`src/rtl/hp_hud_ctrl_if.sv`:
```
// Pixel/frame stream into the HP HUD controller and the sprite-lookup outputs it returns.
// master drives coordinates, frame pulses and HP; slave is the controller.
interface hp_hud_ctrl_if;
   logic [9:0] DrawX;
   logic [9:0] DrawY;
   logic       frame_start;
   logic [3:0] hp_in;
   logic [7:0] rom_address;
   logic       hud_on;
   logic       pip_empty;
   logic       busy;

   modport master (
      output DrawX, DrawY, frame_start, hp_in,
      input  rom_address, hud_on, pip_empty, busy
   );

   modport slave (
      input  DrawX, DrawY, frame_start, hp_in,
      output rom_address, hud_on, pip_empty, busy
   );
endinterface

```
`src/rtl/hp_hud_ctrl.sv`:
```
// HP pip HUD: animates HP loss (blink) and refill, and maps pixels onto the shared pip sprite ROM.
// Optional blink-on-loss animation is enabled by defining HP_HUD_BLINK_EN.
//
//   state      | meaning
//   IDLE       | hp_disp matches the game HP, no animation
//   GAIN_FILL  | hp_disp climbing one pip per FILL_FRAMES frames toward target
//   LOSS_BLINK | lost pips [lost_lo, lost_hi) blinking for 16 frames (HP_HUD_BLINK_EN only)
module hp_hud_ctrl #(
   parameter logic [9:0] HUD_X0      = 10'd16,
   parameter logic [9:0] HUD_Y0      = 10'd16,
   parameter logic [9:0] PIP_PITCH   = 10'd14,
   parameter logic [3:0] MAX_HP      = 4'd8,
   parameter logic [3:0] FILL_FRAMES = 4'd4
) (
   input logic            vga_clk,
   input logic            reset_n,
   hp_hud_ctrl_if.slave   hif
);

`ifdef HP_HUD_BLINK_EN
   typedef enum logic [1:0] {IDLE, GAIN_FILL, LOSS_BLINK} state_t;
`else
   typedef enum logic [1:0] {IDLE, GAIN_FILL} state_t;
`endif

   state_t     state;
   logic [3:0] hp_disp;
   logic [3:0] target;
   logic [3:0] fill_cnt;
   logic       busy;
`ifdef HP_HUD_BLINK_EN
   logic [3:0] blink_cnt;
   logic [3:0] lost_lo;
   logic [3:0] lost_hi;
`endif

   logic [3:0] hp_smp;
   logic [3:0] tgt_nxt;

   assign hp_smp  = (hif.hp_in > MAX_HP) ? MAX_HP : hif.hp_in;
   assign tgt_nxt = (hp_smp > target) ? hp_smp : target;

   always_ff @(posedge vga_clk or negedge reset_n) begin
      if (!reset_n) begin
         state     <= IDLE;
         hp_disp   <= MAX_HP;
         target    <= MAX_HP;
         fill_cnt  <= 4'd0;
         busy      <= 1'b0;
`ifdef HP_HUD_BLINK_EN
         blink_cnt <= 4'd0;
         lost_lo   <= 4'd0;
         lost_hi   <= 4'd0;
`endif
      end else if (hif.frame_start) begin
         if (hp_smp < hp_disp) begin
            // A loss preempts whatever animation is running.
            hp_disp <= hp_smp;
            target  <= hp_smp;
`ifdef HP_HUD_BLINK_EN
            state     <= LOSS_BLINK;
            busy      <= 1'b1;
            lost_lo   <= hp_smp;
            lost_hi   <= hp_disp;
            blink_cnt <= 4'd15;
`else
            state <= IDLE;
            busy  <= 1'b0;
`endif
         end else begin
            case (state)
               IDLE: begin
                  if (hp_smp > hp_disp) begin
                     state    <= GAIN_FILL;
                     busy     <= 1'b1;
                     target   <= hp_smp;
                     fill_cnt <= FILL_FRAMES - 4'd1;
                  end
               end
               GAIN_FILL: begin
                  target <= tgt_nxt;
                  if (fill_cnt == 4'd0) begin
                     hp_disp  <= hp_disp + 4'd1;
                     fill_cnt <= FILL_FRAMES - 4'd1;
                     if (hp_disp + 4'd1 >= tgt_nxt) begin
                        state <= IDLE;
                        busy  <= 1'b0;
                     end
                  end else begin
                     fill_cnt <= fill_cnt - 4'd1;
                  end
               end
`ifdef HP_HUD_BLINK_EN
               LOSS_BLINK: begin
                  if (blink_cnt == 4'd0) begin
                     if (hp_smp > hp_disp) begin
                        state    <= GAIN_FILL;
                        busy     <= 1'b1;
                        target   <= hp_smp;
                        fill_cnt <= FILL_FRAMES - 4'd1;
                     end else begin
                        state <= IDLE;
                        busy  <= 1'b0;
                     end
                  end else begin
                     blink_cnt <= blink_cnt - 4'd1;
                  end
               end
`endif
               default: begin
                  state <= IDLE;
                  busy  <= 1'b0;
               end
            endcase
         end
      end
   end

   // Pip lookup by per-pip range compare; pip lefts are constants so no divider is needed.
   logic       pip_hit;
   logic [3:0] pip_idx;
   logic [3:0] off_x;
   logic [9:0] left;
   logic       y_in;
   logic [3:0] off_y;

   always_comb begin
      pip_hit = 1'b0;
      pip_idx = 4'd0;
      off_x   = 4'd0;
      left    = 10'd0;
      for (int i = 0; i < 9; i++) begin
         left = HUD_X0 + 10'(i) * PIP_PITCH;
         if (!pip_hit && (4'(i) < MAX_HP) && (hif.DrawX >= left) && (hif.DrawX < left + 10'd12)) begin
            pip_hit = 1'b1;
            pip_idx = 4'(i);
            off_x   = 4'(hif.DrawX - left);
         end
      end
   end

   assign y_in  = (hif.DrawY >= HUD_Y0) && (hif.DrawY < HUD_Y0 + 10'd16);
   assign off_y = 4'(hif.DrawY - HUD_Y0);

   logic       hud_on_d;
   logic       empty_d;
   logic [7:0] rom_d;
   logic       in_lost;

   always_comb begin
      in_lost  = 1'b0;
`ifdef HP_HUD_BLINK_EN
      in_lost  = (state == LOSS_BLINK) && (pip_idx >= lost_lo) && (pip_idx < lost_hi);
      hud_on_d = pip_hit && y_in && !(in_lost && !blink_cnt[2]);
`else
      hud_on_d = pip_hit && y_in;
`endif
      empty_d  = hud_on_d && !in_lost && (pip_idx >= hp_disp);
      rom_d    = hud_on_d ? (8'(off_y) * 8'd12 + 8'(off_x)) : 8'd0;
   end

   logic [7:0] rom_q;
   logic       hud_on_q;
   logic       empty_q;

   always_ff @(posedge vga_clk or negedge reset_n) begin
      if (!reset_n) begin
         rom_q    <= 8'd0;
         hud_on_q <= 1'b0;
         empty_q  <= 1'b0;
      end else begin
         rom_q    <= rom_d;
         hud_on_q <= hud_on_d;
         empty_q  <= empty_d;
      end
   end

   assign hif.rom_address = rom_q;
   assign hif.hud_on      = hud_on_q;
   assign hif.pip_empty   = empty_q;
   assign hif.busy        = busy;

endmodule

```
`src/flat_wrapper.sv`:
```
// flat-port wrapper written by rule: the top's interface ports become plain ports
module hp_hud_ctrl_flat 
#(
   parameter logic [9:0] HUD_X0      = 10'd16,
   parameter logic [9:0] HUD_Y0      = 10'd16,
   parameter logic [9:0] PIP_PITCH   = 10'd14,
   parameter logic [3:0] MAX_HP      = 4'd8,
   parameter logic [3:0] FILL_FRAMES = 4'd4
)
  (vga_clk, reset_n, hif_DrawX, hif_DrawY, hif_frame_start, hif_hp_in, hif_rom_address, hif_hud_on, hif_pip_empty, hif_busy);
  hp_hud_ctrl_if hif_i ();
  input logic vga_clk;
  input logic reset_n;
  input wire logic [$bits(hif_i.DrawX)-1:0] hif_DrawX;
  input wire logic [$bits(hif_i.DrawY)-1:0] hif_DrawY;
  input wire logic [$bits(hif_i.frame_start)-1:0] hif_frame_start;
  input wire logic [$bits(hif_i.hp_in)-1:0] hif_hp_in;
  output wire logic [$bits(hif_i.rom_address)-1:0] hif_rom_address;
  output wire logic [$bits(hif_i.hud_on)-1:0] hif_hud_on;
  output wire logic [$bits(hif_i.pip_empty)-1:0] hif_pip_empty;
  output wire logic [$bits(hif_i.busy)-1:0] hif_busy;
  assign hif_i.DrawX = hif_DrawX;
  assign hif_i.DrawY = hif_DrawY;
  assign hif_i.frame_start = hif_frame_start;
  assign hif_i.hp_in = hif_hp_in;
  assign hif_rom_address = hif_i.rom_address;
  assign hif_hud_on = hif_i.hud_on;
  assign hif_pip_empty = hif_i.pip_empty;
  assign hif_busy = hif_i.busy;
  hp_hud_ctrl #(.HUD_X0(HUD_X0), .HUD_Y0(HUD_Y0), .PIP_PITCH(PIP_PITCH), .MAX_HP(MAX_HP), .FILL_FRAMES(FILL_FRAMES)) u_core (.vga_clk(vga_clk), .reset_n(reset_n), .hif(hif_i));
endmodule
```
`config.mk`:
```
export PLATFORM = sky130hd
export DESIGN_NAME = hp_hud_ctrl_flat
export DESIGN_NICKNAME = d
export VERILOG_FILES = /design/src/rtl/hp_hud_ctrl_if.sv /design/src/rtl/hp_hud_ctrl.sv /design/src/flat_wrapper.sv
export SDC_FILE = /design/constraint.sdc
export NUM_CORES = 1
export LEC_CHECK = 0
export CORE_MARGIN = 10
export CORE_UTILIZATION = 35
export DETAILED_ROUTE_END_ITERATION = 8
export DONT_BUFFER_PORTS = 1
export HOLD_SLACK_MARGIN = 0.1
export PLACE_DENSITY_LB_ADDON = 0.12
export SLEW_MARGIN = 5
export SYNTH_ARGS = -nofsm -noshare
export SYNTH_HDL_FRONTEND = slang
export SYNTH_SLANG_ARGS = --single-unit
```
`constraint.sdc`:
```
create_clock -name vga_clk -period 3.36 [get_ports vga_clk]
set_clock_uncertainty 0.15 [all_clocks]
set_input_delay 0.336 -clock vga_clk [delete_from_list [all_inputs] [get_ports vga_clk]]
set_output_delay 0.336 -clock vga_clk [all_outputs]
set_load 0.01 [all_outputs]
```
---- Word-level counts from Yosys, hierarchy flattened ----
Index checks and enable logic that the tools add are counted.
storage, ports and cells
  word-level logic and storage cells ...... 131
  flip-flop bits (word level) ............. 25
  output and inout bits ................... 11
  input port bits ......................... 27
operators by class
  order comparisons ....................... 24
  equal/unequal tests ..................... 5
  mux-type cells .......................... 45
  bitwise operators ....................... 1
  add/subtract/negate cells ............... 12
  reductions and logical operators ........ 35
  multiply operators ...................... 1
operator list
  kind                                                                     number
  4-bit 2-to-1 mux                                                         17
  10-bit by 7-bit < comparator with 1-bit output, second input constant    5
  10-bit by 7-bit >= comparator with 1-bit output, second input constant   4
  10-bit by 5-bit >= comparator with 1-bit output, second input constant   3
  10-bit by 6-bit < comparator with 1-bit output, second input constant    3
  10-bit by 6-bit >= comparator with 1-bit output, second input constant   2
  1-bit logical AND                                                        18
  4-bit one-hot mux with 2 select lines                                    2
  4-bit subtractor, second input constant                                  4
  1-bit 2-to-1 mux                                                         13
  2-bit 2-to-1 mux                                                         6
  3-bit 2-to-1 mux                                                         4
  4-bit by 1-bit subtractor with 4-bit output, second input constant       3
  10-bit by 5-bit < comparator with 1-bit output, second input constant    1
  3-bit by 1-bit inequality test with 1-bit output, second input constant  3
  8-bit by 4-bit adder with 8-bit output                                   1
  4-bit greater-than comparator                                            2
  8-bit 2-to-1 mux                                                         1
  4-bit AND reduction                                                      2
  4-bit by 3-bit subtractor with 4-bit output, second input constant       2
  1-bit zero test                                                          7
  4-bit by 2-bit multiplier with 6-bit output, second input constant       1
  3-bit AND reduction                                                      2
  2-bit nonzero test                                                       3
  other kinds (14)                                                         14

---- Logic depth before layout (Yosys ltp) ----
  depth in word-level cells ............... 33
  gate-level depth with buffers ........... 16
  depth with buffers taken out ............ 15

---- Least setup slack after synthesis ----
OpenSTA, ideal clock, no wires.
  kind .................................... input to register
  from .................................... input hif_DrawX[3]
  to ...................................... register u_core.rom_q[7] (netlist: u_core.hif.rom_address[7])
  stages .................................. 16
  library setup time ...................... 0.084 ns
  slack ................................... -0.122 ns
  buffers on the path ..................... 1
  data required time ...................... 3.126 ns
  data arrival time ....................... 3.248 ns
  cells stage by stage .................... buf_2 > inv_1 > ha_1 > a21o_1 > o32a_1 > or3_1 > a21oi_1 > o21ai_1 > a211o_1 > ha_1 > a21o_1 > nand3_1 > mux2_2 > nor3b_1 > o21bai_1 > a41oi_2
between the ends
  longest elaborated chain between the ends .. 33
  elaborated cells between the ends (all ways) .. 65
  those cells by class .................... add/sub: 9; order compare: 16; mux: 17; reduce/logical: 23
ends and longest elaborated chain
  what                                                                                                                      RTL line                                source
  start, declared                                                                                                           flat_wrapper.sv:14                      input wire logic [$bits(hif_i.DrawX)-1:0] hif_DrawX;
  10-bit by 5-bit >= comparator with 1-bit output / 10-bit by 5-bit < comparator with 1-bit output (equally long branches)  hp_hud_ctrl.sv:134                      if (!pip_hit && (4'(i) < MAX_HP) && (hif.DrawX >= left) && (hif.DrawX < left + 10'd12)) begin
  1-bit logical AND                                                                                                         hp_hud_ctrl.sv:134
  1-bit 2-to-1 mux                                                                                                          hp_hud_ctrl.sv:134
  1-bit zero test                                                                                                           hp_hud_ctrl.sv:134
  1-bit logical AND (2 in series)                                                                                           hp_hud_ctrl.sv:134
  1-bit 2-to-1 mux                                                                                                          hp_hud_ctrl.sv:134
  1-bit zero test                                                                                                           hp_hud_ctrl.sv:134
  1-bit logical AND (2 in series)                                                                                           hp_hud_ctrl.sv:134
  (+14 left out)                                                                                                            n/a
  1-bit logical AND (2 in series)                                                                                           hp_hud_ctrl.sv:134
  1-bit 2-to-1 mux                                                                                                          hp_hud_ctrl.sv:134
  1-bit zero test                                                                                                           hp_hud_ctrl.sv:134
  1-bit logical AND (2 in series)                                                                                           hp_hud_ctrl.sv:134
  4-bit 2-to-1 mux / 1-bit 2-to-1 mux (equally long branches)                                                               hp_hud_ctrl.sv:134
  8-bit by 4-bit adder with 8-bit output / 1-bit logical AND (equally long branches)                                        hp_hud_ctrl.sv:159, hp_hud_ctrl.sv:156
  8-bit 2-to-1 mux (*)                                                                                                      hp_hud_ctrl.sv:159                      rom_d = hud_on_d ? (8'(off_y) * 8'd12 + 8'(off_x)) : 8'd0;
  named net u_core.rom_d[7]                                                                                                 hp_hud_ctrl.sv:147                      logic [7:0] rom_d;
  end signal, assigned                                                                                                      hp_hud_ctrl.sv:172                      rom_q <= rom_d;
  end, declared                                                                                                             hp_hud_ctrl.sv:162                      logic [7:0] rom_q;
Mark *: on every way through the listed nets, which the timed path passes. The rest lies on a longest branch.
A chain may end at the register's enable or synchronous reset.

---- Worst setup path in the final report ----
Ends and elaborated chain as after synthesis.

==> flow_summary.ini <==
[sta]
worst_pin_slew_ns = 0.491
finalMaxSlewViolations = 0
rsz0062_at_grt = no
relSlewSlack_pct = 67.1
finalHoldViolCount = 0
layout_worst_path_cycle_share_pct = 93.0
fmax_mhz = 320
fin_crit_ns = 3.12
setup_viol = 0

[routing]
drcViolationCount = 0
drt-initial-drc-count = 73
drt-wirelength-per-cell_um = 15.5
drt_pass1_iterations = 4
viasPerCell = 5.44
maxUsedRoutingLayer = met4
drt-met1-wl_um = 2590
drt_wl_total_um = 5950
wl_met3_um = 275
vias = 2083
ant_nets = 0
routed-wl-met2_um = 3040

[pwr]
p_per_area_nw_per_um2 = 466
p_int_uw = 768
sequentialPowerShare_pct = 33.1
ir_worst_vdd_uv = 148
p_leak_uw = 0.00127
switching_share_pct = 39.9
switching_power_uw = 511
comb_power_share_pct = 53.2
p_clk_share_pct = 13.7
p_total_uw = 1280

[cells_and_area]
nets = 368
antenna_cells = 0
drive_above_1_share_pct = 13.2
n_fill_cell = 715
area_delta_synth_final_pct = 13.0
final_core_util_pct = 40.6

[critical_path]
start_kind = input pin
endpoint_kind = register
crit_type = input pin to register
cp_max_fo = 15
critPathArrivalTime_ns = 3.17
cp.required_ns = 3.40

[synthesis]
synth_area_um2 = 2430
synth_top_area_share_pct = 21.6
postSynth.asyncResetShare_pct = 100
syn_area_per_cell_um2 = 8.53
syn_nets = 349
yosys-top-cells-area = dfrtp_1, ha_1, a21oi_1, inv_1, nor2_1
synth-edff-count = 0
ys_warn_count = 0
synth_ff_type = dfrtp_1
ys_ff_latch = 23
synthCells = 285
yosys.area.top_type = dfrtp_1
synth-seq-area-share_pct = 23.8
synth_cell_types = 58

[floorplanning]
dieArea_um2 = 10700
start_util_pct = 36.0
core-area_um2 = 6760
rows = 30
io_pins = 38
die_x_um = 103
die_h_um = 103

[clock_tree]
cts_buffer_depth = 2
cts_setup_buffers = 0
cts_buffers = 3
insertion_delay_ns = 0.27
cts_tree = yes
htree_levels = 1
cts.sink_count = 23
root_buffer = clkbuf_8
path_clk_slew_ns = 0.08

[outcome]
status = finished, final reports clean

[place]
place_congestion = 0.875
port_buffers = 0
hpwlAfterDp_um = 4780

[run]
drv_cap = 0

[grt]
track_usage_pct = 12.1
overflow = 0
first_global_vias = 2113
grt_max_degree = 24
grt_antenna_before_repair = 0
grt_pass1_wl_um = 10500

[worst_hold_path]
hp-class = input pin to register
==> cells by family (layout without fill, tap and decap cells) <==
kind of cell / Yosys count / count (layout) / share of synthesized area (%)
buf+inv: 34 / 52 / 5.66
compound gates: 84 / 84 / 24.2
xor+xnor: 9 / 9 / 3.24
mux: 9 / 9 / 4.02
fa+ha+maj: 37 / 37 / 19.7
flops: 23 / 23 / 23.8
simple gates: 89 / 89 / 19.5
==> cell usage after synthesis (7+ instances only) <==
cell / n
ha_1: 35
inv_1: 25
dfrtp_1: 21
a21oi_1: 20
nor2_1: 20
nand2_1: 18
nor2b_1: 12
o21ai_0: 12
nand3_1: 8
a21o_1: 7
a22o_1: 7
==> layout make-up <==
class                           count  area, µm²  share of cell area [%]
Clock buffer                        3       41.3                    1.50
Tap cell                           80        100                    3.65
Timing Repair Buffer               22        190                    6.93
Multi-Input combinational cell    228       1730                    62.9
Clock inverter                      1       5.00                   0.182
Sequential cell                    23        578                    21.1
Inverter                           26        103                    3.74
==> flip-flops by register name, summed over array words and instances, names as in the netlist <==
register and flops:
u_core.fill_cnt 4, u_core.hif.busy 1, u_core.hif.hud_on 1, u_core.hif.pip_empty 1, u_core.hif.rom_address 8, u_core.hp_disp 4
u_core.target 4
==> critical path, stage by stage <==
cell and delay [ns]:
inv_2 0.03, ha_1 0.19, a21o_1 0.20, o32a_1 0.30, or3_1 0.35, a21oi_1 0.13
o21ai_1 0.10, a211o_1 0.28, ha_1 0.28, a21o_1 0.14, nand3_1 0.08, mux2_4 0.30
nor4_1 0.23, a21oi_1 0.08, a41oi_2 0.16
==> cell usage in the layout (no fill, tap or decap), types with 3 or more instances in the layout <==
master         instances
a21oi_1               20
a31oi_1                3
xor2_1                 3
dfrtp_1               21
a22o_1                 7
inv_1                 24
dlygate4sd3_1          5
ha_1                  35
o211ai_1               3
and2_1                 3
o22ai_1                4
nor2b_1               12
nor2_1                20
mux2_2                 5
nor3_1                 3
o21ai_0               11
clkbuf_8               3
a21o_1                 7
nand2_1               18
xnor2_1                6
nand3_1                8
nand2b_1               6
buf_4                 16
o21ai_1                5
mux2i_1                3
or3_1                  3
==> stage by stage <==
step / setup WS [ns] / instance area (µm²) / TNS, ns / cells / hold WS (ns)
after floorplan: 0.00698 / 2440 / 0 / 285 / -0.110
after global placement: 0.00219 / 2620 / 0 / 373 / -0.109
after detailed placement: -0.0219 / 2620 / -0.0219 / 373 / -0.109
after CTS: 0.253 / 2740 / 0 / 383 / 0.158
after global routing: 0.0312 / 2750 / 0 / 383 / 0.185
final: 0.236 / 2750 / 0 / 383 / 0.165
==> routing by layer <==
metal,global-route usage (%),up-vias
met2,21.8,43
met5,0,-
li1,-,1062
met1,14.4,972
met3,1.99,6
met4,2.89,0
==> power by group through the flow <==
| stage | sequential (µW) | clock (µW) | combinational (µW) |
|---|---|---|---|
| 3_5_place_dp | 429 | 0 | 665 |
| 4_1_cts | 424 | 187 | 689 |
| 2_1_floorplan | 410 | 0 | 544 |
| 3_3_place_gp | 427 | 0 | 665 |
| 6_report | 423 | 175 | 681 |
| 5_1_grt | 436 | 201 | 813 |
==> what timing repair did <==
| item | in CTS | in global routing |
|---|---|---|
| endpoints found under the setup margin | 0 | 1 |
| resized for setup | 0 | 2 |
| endpoints found under the hold margin | 31 | 0 |
| hold buffers | 6 | 0 |
==> final timing paths <==
kind,from,end,slack (ns),cells past startpoint
worst max-delay path,hif_DrawX[3],u_core.hif.rom_address[7],0.24,15
worst min-delay path,hif_DrawY[0],u_core.hif.rom_address[2],0.16,2
worst max register to register,u_core.target[3],u_core.hif.busy,0.45,13
worst min register to register,u_core.target[1],u_core.target[1],0.36,1
max in group asynchronous,reset_n,u_core.hp_disp[3],2.49,2
min in group asynchronous,reset_n,u_core.target[0],0.35,2
Power figures use the tool's default switching activity.
